`src/rtl/arf_pkg.sv`:
```
// Global definitions for the architectural register file block: id/data
// widths, the rename-table entry type and the source-lookup result type.
// Optional feature macro used by arf: ARF_BYPASS_EN.
package arf_pkg;

    localparam int ARF_N_ENTRIES = 32;
    localparam int ROB_N_ENTRIES = 16;
    localparam int DATA_W        = 32;

    localparam int ARF_ID_W = $clog2(ARF_N_ENTRIES);
    localparam int ROB_ID_W = $clog2(ROB_N_ENTRIES);

    typedef logic [ARF_ID_W-1:0] arf_id_t;
    typedef logic [ROB_ID_W-1:0] rob_id_t;
    typedef logic [DATA_W-1:0]   reg_data_t;

    // One rename-table slot: the register's value is pending in the ROB at rob_id.
    typedef struct packed {
        logic    valid;
        rob_id_t rob_id;
    } rat_entry_t;

    // Resolved view of one source operand.
    typedef struct packed {
        logic      renamed;
        rob_id_t   rob_id;
        reg_data_t data;
    } src_out_t;

endpackage

```
`src/rtl/arf_rat.sv`:
```
// Register alias (rename) table: 2 combinational read ports, 1 set port,
// 1 conditional-clear port and a global flush of all valid bits.
// Entry 0 (x0) is never written and always reads as not renamed.
module rat
    import arf_pkg::*;
(
    input  logic       clk,
    input  logic       rst_aL,
    input  arf_id_t    rd1_id,
    output rat_entry_t rd1_entry,
    input  arf_id_t    rd2_id,
    output rat_entry_t rd2_entry,
    input  logic       set_en,
    input  arf_id_t    set_id,
    input  rob_id_t    set_rob_id,
    input  logic       clr_en,
    input  arf_id_t    clr_id,
    input  rob_id_t    clr_rob_id,
    input  logic       flush
);

    rat_entry_t table_q [ARF_N_ENTRIES];

    // Per-entry update priority: flush > dispatch set > matching retire clear.
    always_ff @(posedge clk or negedge rst_aL) begin
        if (!rst_aL) begin
            for (int i = 0; i < ARF_N_ENTRIES; i++) begin
                table_q[i] <= '0;
            end
        end else begin
            for (int i = 1; i < ARF_N_ENTRIES; i++) begin
                if (flush) begin
                    table_q[i].valid <= 1'b0;
                end else if (set_en && set_id == arf_id_t'(i)) begin
                    table_q[i] <= '{valid: 1'b1, rob_id: set_rob_id};
                end else if (clr_en && clr_id == arf_id_t'(i) &&
                             table_q[i].rob_id == clr_rob_id) begin
                    // A younger mapping (different rob_id) survives the retire.
                    table_q[i].valid <= 1'b0;
                end
            end
        end
    end

    assign rd1_entry = table_q[rd1_id];
    assign rd2_entry = table_q[rd2_id];

endmodule

```
`src/rtl/arf.sv`:
```
// Architectural register file with rename tracking. Holds the committed
// register values and resolves source operands combinationally from the
// registered state. x0 is hard-wired to zero and never renamed.
// Optional feature: define ARF_BYPASS_EN to forward a same-cycle matching
// retire straight to the source outputs instead of pointing at the ROB.
module arf
    import arf_pkg::*;
(
    input  logic      clk,
    input  logic      rst_aL,
    input  logic      retire,
    input  rob_id_t   retire_rob_id,
    input  arf_id_t   retire_arf_id,
    input  reg_data_t retire_reg_data,
    input  logic      dispatch_fire,
    input  logic      dispatch_dst_valid,
    input  arf_id_t   dispatch_dst_arf_id,
    input  rob_id_t   dispatch_rob_id,
    input  arf_id_t   src1_arf_id,
    input  arf_id_t   src2_arf_id,
    output logic      src1_renamed,
    output logic      src2_renamed,
    output rob_id_t   src1_rob_id,
    output rob_id_t   src2_rob_id,
    output reg_data_t src1_reg_data,
    output reg_data_t src2_reg_data,
    input  logic      fetch_redirect_valid
);

    reg_data_t  data_q [ARF_N_ENTRIES];
    rat_entry_t src1_entry;
    rat_entry_t src2_entry;
    logic       rename_set;
    logic       retire_wr;
    logic       src1_byp;
    logic       src2_byp;
    src_out_t   src1_out;
    src_out_t   src2_out;

    assign retire_wr  = retire && (retire_arf_id != '0);
    assign rename_set = dispatch_fire && dispatch_dst_valid && (dispatch_dst_arf_id != '0);

    rat u_rat (
        .clk        (clk),
        .rst_aL     (rst_aL),
        .rd1_id     (src1_arf_id),
        .rd1_entry  (src1_entry),
        .rd2_id     (src2_arf_id),
        .rd2_entry  (src2_entry),
        .set_en     (rename_set),
        .set_id     (dispatch_dst_arf_id),
        .set_rob_id (dispatch_rob_id),
        .clr_en     (retire_wr),
        .clr_id     (retire_arf_id),
        .clr_rob_id (retire_rob_id),
        .flush      (fetch_redirect_valid)
    );

    // Committed data array; a retire is written even when a flush coincides.
    always_ff @(posedge clk or negedge rst_aL) begin
        if (!rst_aL) begin
            for (int i = 0; i < ARF_N_ENTRIES; i++) begin
                data_q[i] <= '0;
            end
        end else if (retire_wr) begin
            data_q[retire_arf_id] <= retire_reg_data;
        end
    end

`ifdef ARF_BYPASS_EN
    assign src1_byp = retire_wr && (retire_arf_id == src1_arf_id) &&
                      src1_entry.valid && (src1_entry.rob_id == retire_rob_id);
    assign src2_byp = retire_wr && (retire_arf_id == src2_arf_id) &&
                      src2_entry.valid && (src2_entry.rob_id == retire_rob_id);
`else
    assign src1_byp = 1'b0;
    assign src2_byp = 1'b0;
`endif

    // x0 reads as zero; a bypass hit returns the retiring value; rob_id is
    // forced to zero whenever the operand is not reported as renamed.
    function automatic src_out_t resolve(input arf_id_t    id,
                                         input rat_entry_t e,
                                         input reg_data_t  d,
                                         input logic       byp,
                                         input reg_data_t  byp_data);
        src_out_t r;
        r = '0;
        if (id != '0) begin
            if (byp) begin
                r.data = byp_data;
            end else begin
                r.renamed = e.valid;
                r.rob_id  = e.valid ? e.rob_id : '0;
                r.data    = d;
            end
        end
        return r;
    endfunction

    // Combinational source lookups from the registered state.
    always_comb begin
        src1_out = resolve(src1_arf_id, src1_entry, data_q[src1_arf_id], src1_byp, retire_reg_data);
        src2_out = resolve(src2_arf_id, src2_entry, data_q[src2_arf_id], src2_byp, retire_reg_data);
    end

    assign src1_renamed  = src1_out.renamed;
    assign src1_rob_id   = src1_out.rob_id;
    assign src1_reg_data = src1_out.data;
    assign src2_renamed  = src2_out.renamed;
    assign src2_rob_id   = src2_out.rob_id;
    assign src2_reg_data = src2_out.data;

endmodule

```
`config.mk`:
```
export PLATFORM = sky130hd
export DESIGN_NAME = arf
export DESIGN_NICKNAME = d
export VERILOG_FILES = /design/src/rtl/arf_pkg.sv /design/src/rtl/arf_rat.sv /design/src/rtl/arf.sv
export SDC_FILE = /design/constraint.sdc
export NUM_CORES = 2
export LEC_CHECK = 0
export CAP_MARGIN = 30
export CORE_UTILIZATION = 51
export CTS_BUF_LIST = sky130_fd_sc_hd__clkbuf_8 sky130_fd_sc_hd__clkbuf_16
export CTS_CLUSTER_DIAMETER = 120
export DETAILED_ROUTE_END_ITERATION = 8
export GPL_TIMING_DRIVEN = 0
export PLACE_DENSITY_LB_ADDON = 0.25
export SYNTH_ARGS = -nofsm -noshare
export SYNTH_HDL_FRONTEND = slang
export SYNTH_SLANG_ARGS = --single-unit
```
`constraint.sdc`:
```
create_clock -name clk -period 4.7 [get_ports clk]
set_input_delay 1.41 -clock clk [delete_from_list [all_inputs] [get_ports clk]]
set_output_delay 1.41 -clock clk [all_outputs]
set_load 0.1 [all_outputs]
```
# == Word level (Yosys, flattened, before mapping) ==
# Cells that the tools add are included.
# word_totals
reg_bits,1179
# classes
order_cmp,4
n_eq_ne,93
n_mux,112
bitwise_logic,4
n_reduce_logical,163
# op_table
cell,count
$bwmux W1024,1
$bmux W32 S5,2
$demux W32 S5,1
$eq A5 B5 Y1 const B,32
$mux W32,5
$eq A4 B4 Y1,31
$logic_and A1 B1 Y1,97
$mux W1,93
$reduce_bool A3 Y1,31
$eq A5 B4 Y1 const B,16
$mux W37,2
$reduce_and A2 Y1,31
$bmux W5 S5,2
$eq A5 B3 Y1 const B,8
$eq A5 B2 Y1 const B,4
$mux W5,4
$reduce_bool A5 Y1,4
$ge A6 B6 Y1 const B,3
$not A5 Y6,3
$eq A5 B1 Y1 const B,2
$mux W4,2
$lt A6 B1 Y1 const B,1
$not A1 Y1,1

# == Longest topological paths before layout ==
# depth
word_depth,7
depth_mapped,10

# == Modules after synthesis ==
# From an unflattened synthesis, not the netlist that was laid out.
# hier_totals
hier_cells,4400
area_unflattened_um2,64723.3
# modules_own_cells
mod,n_inst,cells_each,area_per_inst_um2
arf,1,3557,54581.1
rat,1,843,10142.2

# == Worst setup path after synthesis ==
# No wires, ideal clock.
# synth_path
path_kind,input to output
from,in src1_arf_id[1]
to,out src1_rob_id[2]
t_arrival_ns,5.852
required_ns,3.290
slack_ns,-2.562
path_stages,8
path_buffers,3
path_cell_list,buf_2 > buf_2 > buf_2 > nor2_1 > a311oi_1 > o21ai_0 > a21oi_1 > a2111oi_1
# synth_via
elab_chain_cells,6
# synth_lines
element,line,text
start: declaration,arf.sv:19,"input arf_id_t src1_arf_id,"
$not A5 Y6 (not written as such),arf_rat.sv:45,assign rd1_entry = table_q[rd1_id];
$bmux W5 S5,arf_rat.sv:45,
$mux W5 (not written as such) (2 in series),arf_rat.sv:45,
$mux W4,arf.sv:94,r.rob_id = e.valid ? e.rob_id : '0;
$mux W37 *,arf.sv:89,if (id != '0) begin
end: declaration,arf.sv:23,"output rob_id_t src1_rob_id,"
# Mark *: on every way between the ends. The rest lies on a longest branch, timed or not. The select of a mux whose other input is x is not followed.

# == Final worst setup path ==
# layout_path
from,in src1_arf_id[0]
to,out src1_reg_data[26]
# layout_via
elab_chain_cells,5
# layout_lines
element,line,text
$not A5 Y6 (not written as such),arf.sv:103,"src1_out = resolve(src1_arf_id, src1_entry, data_q[src1_arf_id], src1_byp, retire_reg_data);"
$bmux W32 S5,arf.sv:103,
$mux W32 (not written as such) (2 in series),arf.sv:103,
$mux W37 *,arf.sv:89,
end: declaration,arf.sv:25,"output reg_data_t src1_reg_data,"
# Marks and branches as above.

==> run summary <==
P per Cell Area: 414 nW/um^2
Clock net sink count: 1179
Max Cap Violations: 0
Fin worst setup slack: -0.318 ns
GP Congestion: 0.973
Clock Latency Late Sink: 0.80 ns
Top-count cell post-synth: dfrtp_1
First-pass GRT wire length: 341000 um
Setup CP Type: in2out
Filler instances: 9117
Syn Inst Count: 4340
CTS buffer count: 134
Simple logic cell fraction of the synthesized area: 2.19%
Initial antenna violation count: 9
Wire length per cell: 37.6 um
Hold Path Class: reg2reg
Leading cell types by count after synthesis: dfrtp_1 (1179), mux2_2 (1161), mux4_2 (502)
Global route overflow: 0
DPL Wire Length: 166000 um
Htree depth: 4
Main combinational cell family by area after synthesis: multiplexers
EDFF count, synth: 0
Die width: 358 um
M2 GR Usage: 54.7%
Final-report setup violation count: 74
Ys flop type: dfrtp_1
Share of layout cells above drive strength 1: 54.1%
Design area: 78900 um^2
Syn. warnings: 5
Post-synthesis register bit count: 1179
Post-synthesis sequential area ratio: 45.6%
Synth unique cells: 55
Global routing usage on met3: 14.0%
Met1 Use GR: 50.9%
PortBufs: 126
CTS tree: done
Final worst path period need: 5.02 ns
Post-synthesis compound-gate area fraction: 3.41%
Vias in the first global route: 46000
Die area: 128000 um^2
Die Ht: 358 um
Detailed Routing Iterations Pass 1: 6
Total GRT Usage: 38.2%
RSZ-0062 raised after global routing: yes
Syn Nets: 4406
Critical path arrival: 3.61 ns
Peak VDD IR: 437 uV
Bufs on Longest Clock Path: 3
Routed via count: 46000
Leading area contributor after synthesis: dfrtp_1
CP Launch Type: primary input
DR DRC count: 0
Least-Margin Pin Slew: 1.15 ns
Mapped Avg Cell Area: 14.9 um^2
Drt first-iter violations: 5881
Initial Utilization: 51.4%
Failing checks: negative setup slack
Crit-path max FO: 10
Placed instance area: 69900 um^2
Mux contribution to synthesized area: 43.6%
Finished Layout Cells: 6524
Top post-synthesis cells by area: dfrtp_1 (46%), mux2_2 (20%), mux4_2 (17%), mux2i_1 (2.9%), mux4_1 (2.9%)
Register Area: 29500 um^2
XOR/XNOR Fraction of Synth Area: 1.68%
Period utilisation layout: 107%
Top Ports: 140
Busiest grt layer: met2
Slew Limit Headroom: 23.0%
Top cell type's share of synthesized area: 45.6%
FP Rows: 130
F_max: 0.199 GHz
Core Area: 126000 um^2
Mapped cell area: 64600 um^2
FFs w/ async S/R, synth: 100%
CTS Root Cell: clkbuf_16
Area occupied by multi-input gates: 34000 um^2
Routed WL: 245000 um
Outcome: complete, but fails checks
Fin. max-slew vios: 0
Adder-Cell Fraction of Synth Area: 0%
Clock transition at the registers of the reported paths: 0.06 ns
Leakage: 34.4 nW
Layout Nets: 4831
Worst setup EP type: primary output
Placed cells: 6192
Setup Skew: 0.0262 ns
Largest net degree at the start of global routing: 181
Vias per inst: 7.05
CP Data Required Time: 3.29 ns
Area Growth Syn to Fin: 22.0%
Hold Vio Cnt, Final: 0
Remaining antenna violation count: 0
[flip-flops by register name, summed over array words and instances (netlist names)]
signal	flops
data_q	1024
u_rat.table_q	155
[placed cells by master, fill, tap and decap left out, types with 27 or more instances in the layout]
| master | count |
|---|---|
| xor2_1 | 76 |
| clkbuf_1 | 188 |
| nor2_1 | 81 |
| a22o_4 | 31 |
| xnor2_1 | 48 |
| buf_16 | 58 |
| mux2i_1 | 183 |
| o21ai_4 | 32 |
| clkdlybuf4s50_1 | 46 |
| buf_12 | 123 |
| buf_8 | 71 |
| nand2_2 | 27 |
| buf_4 | 49 |
| a21oi_2 | 29 |
| dfrtp_1 | 1179 |
| mux4_2 | 556 |
| clkbuf_4 | 28 |
| buf_6 | 33 |
| clkbuf_8 | 51 |
| buf_1 | 34 |
| a21oi_1 | 66 |
| nand2_1 | 78 |
| clkbuf_16 | 162 |
| mux2_2 | 1161 |
| o221ai_1 | 61 |
| buf_2 | 68 |
| inv_1 | 40 |
[path summary, 6_finish.rpt]
kind                                         from                 to  slack, ns  depth (start not counted)
worst max-delay path               src1_arf_id[0]  src1_reg_data[26]      -0.32                         11
worst min-delay path                  data_q[997]        data_q[997]       0.47                          1
worst max register to register  u_rat.table_q[52]  u_rat.table_q[54]       2.65                          4
worst min register to register        data_q[997]        data_q[997]       0.47                          1
max in group asynchronous                  rst_aL        data_q[649]       0.72                          5
min in group asynchronous                  rst_aL         data_q[93]       0.59                          1
[stage by stage]
step                      util (%)  TNS (ns)  setup slack (ns)  power (mW)  hold slack, ns
final                         62.7    -17.48            -0.318        32.7           0.474
after global placement        54.6         -            -52.38        20.6           0.450
after CTS                     61.9    -18.01            -0.340        32.3           0.479
after floorplan                  -     -2.68            -0.317        18.4           0.438
after detailed placement      55.6   -276.80             -3.34        20.8           0.464
after global routing          62.7    -17.33            -0.313        33.6           0.500
[what timing repair did]
action / 4_1_cts / 5_1_grt
hold buffers: 0 / 0
hold endpoints to repair: 0 / 0
pin swaps: 28 / 43
setup buffers: 39 / 26
endpoints found under the setup margin: 74 / 74
gates cloned: 17 / 17
resized for setup: 1254 / 192
[area by class of cell]
class | count | area share [%]
multi-input combinational | 2675 | 43.1
sequential | 1179 | 37.4
timing repair buffer | 291 | 5.98
buffer | 474 | 5.06
clock buffer | 170 | 4.96
tap | 1650 | 2.62
clock inverter | 70 | 0.753
inverter | 10 | 0.0619
antenna | 5 | 0.0159
[layer usage]
metal	wire, um	vias to the layer above	part of all wire, %
met1	92100	24500	38
met3	32700	800	13
li1	-	17600	-
met5	54	-	0.022
met2	105000	3136	43
met4	15100	8	6.2
[cells by family after synthesis]
kind of cell	count (synthesis)
DFF	1179
AOI/OAI and AO/OA	317
and+or+nand+nor	309
muxes	1924
xor gates and xnor gates	124
buffers and inverters	487
[worst max-delay path, cell delays in order]
cell and delay (ns):
buf_16 0.16, buf_16 0.18, buf_16 0.23, buf_16 0.22
buf_12 0.21, mux2i_2 0.26, o221ai_1 0.16, a21oi_1 0.14
nor2_1 0.09, a22o_4 0.26, buf_16 0.17
[power breakdown]
part / internal, mW / switching (mW)
Combinational: 4.41 / 4.11
Clock: 6.36 / 4.49
Sequential: 11.9 / 1.38
Power figures use the tool's default switching activity.
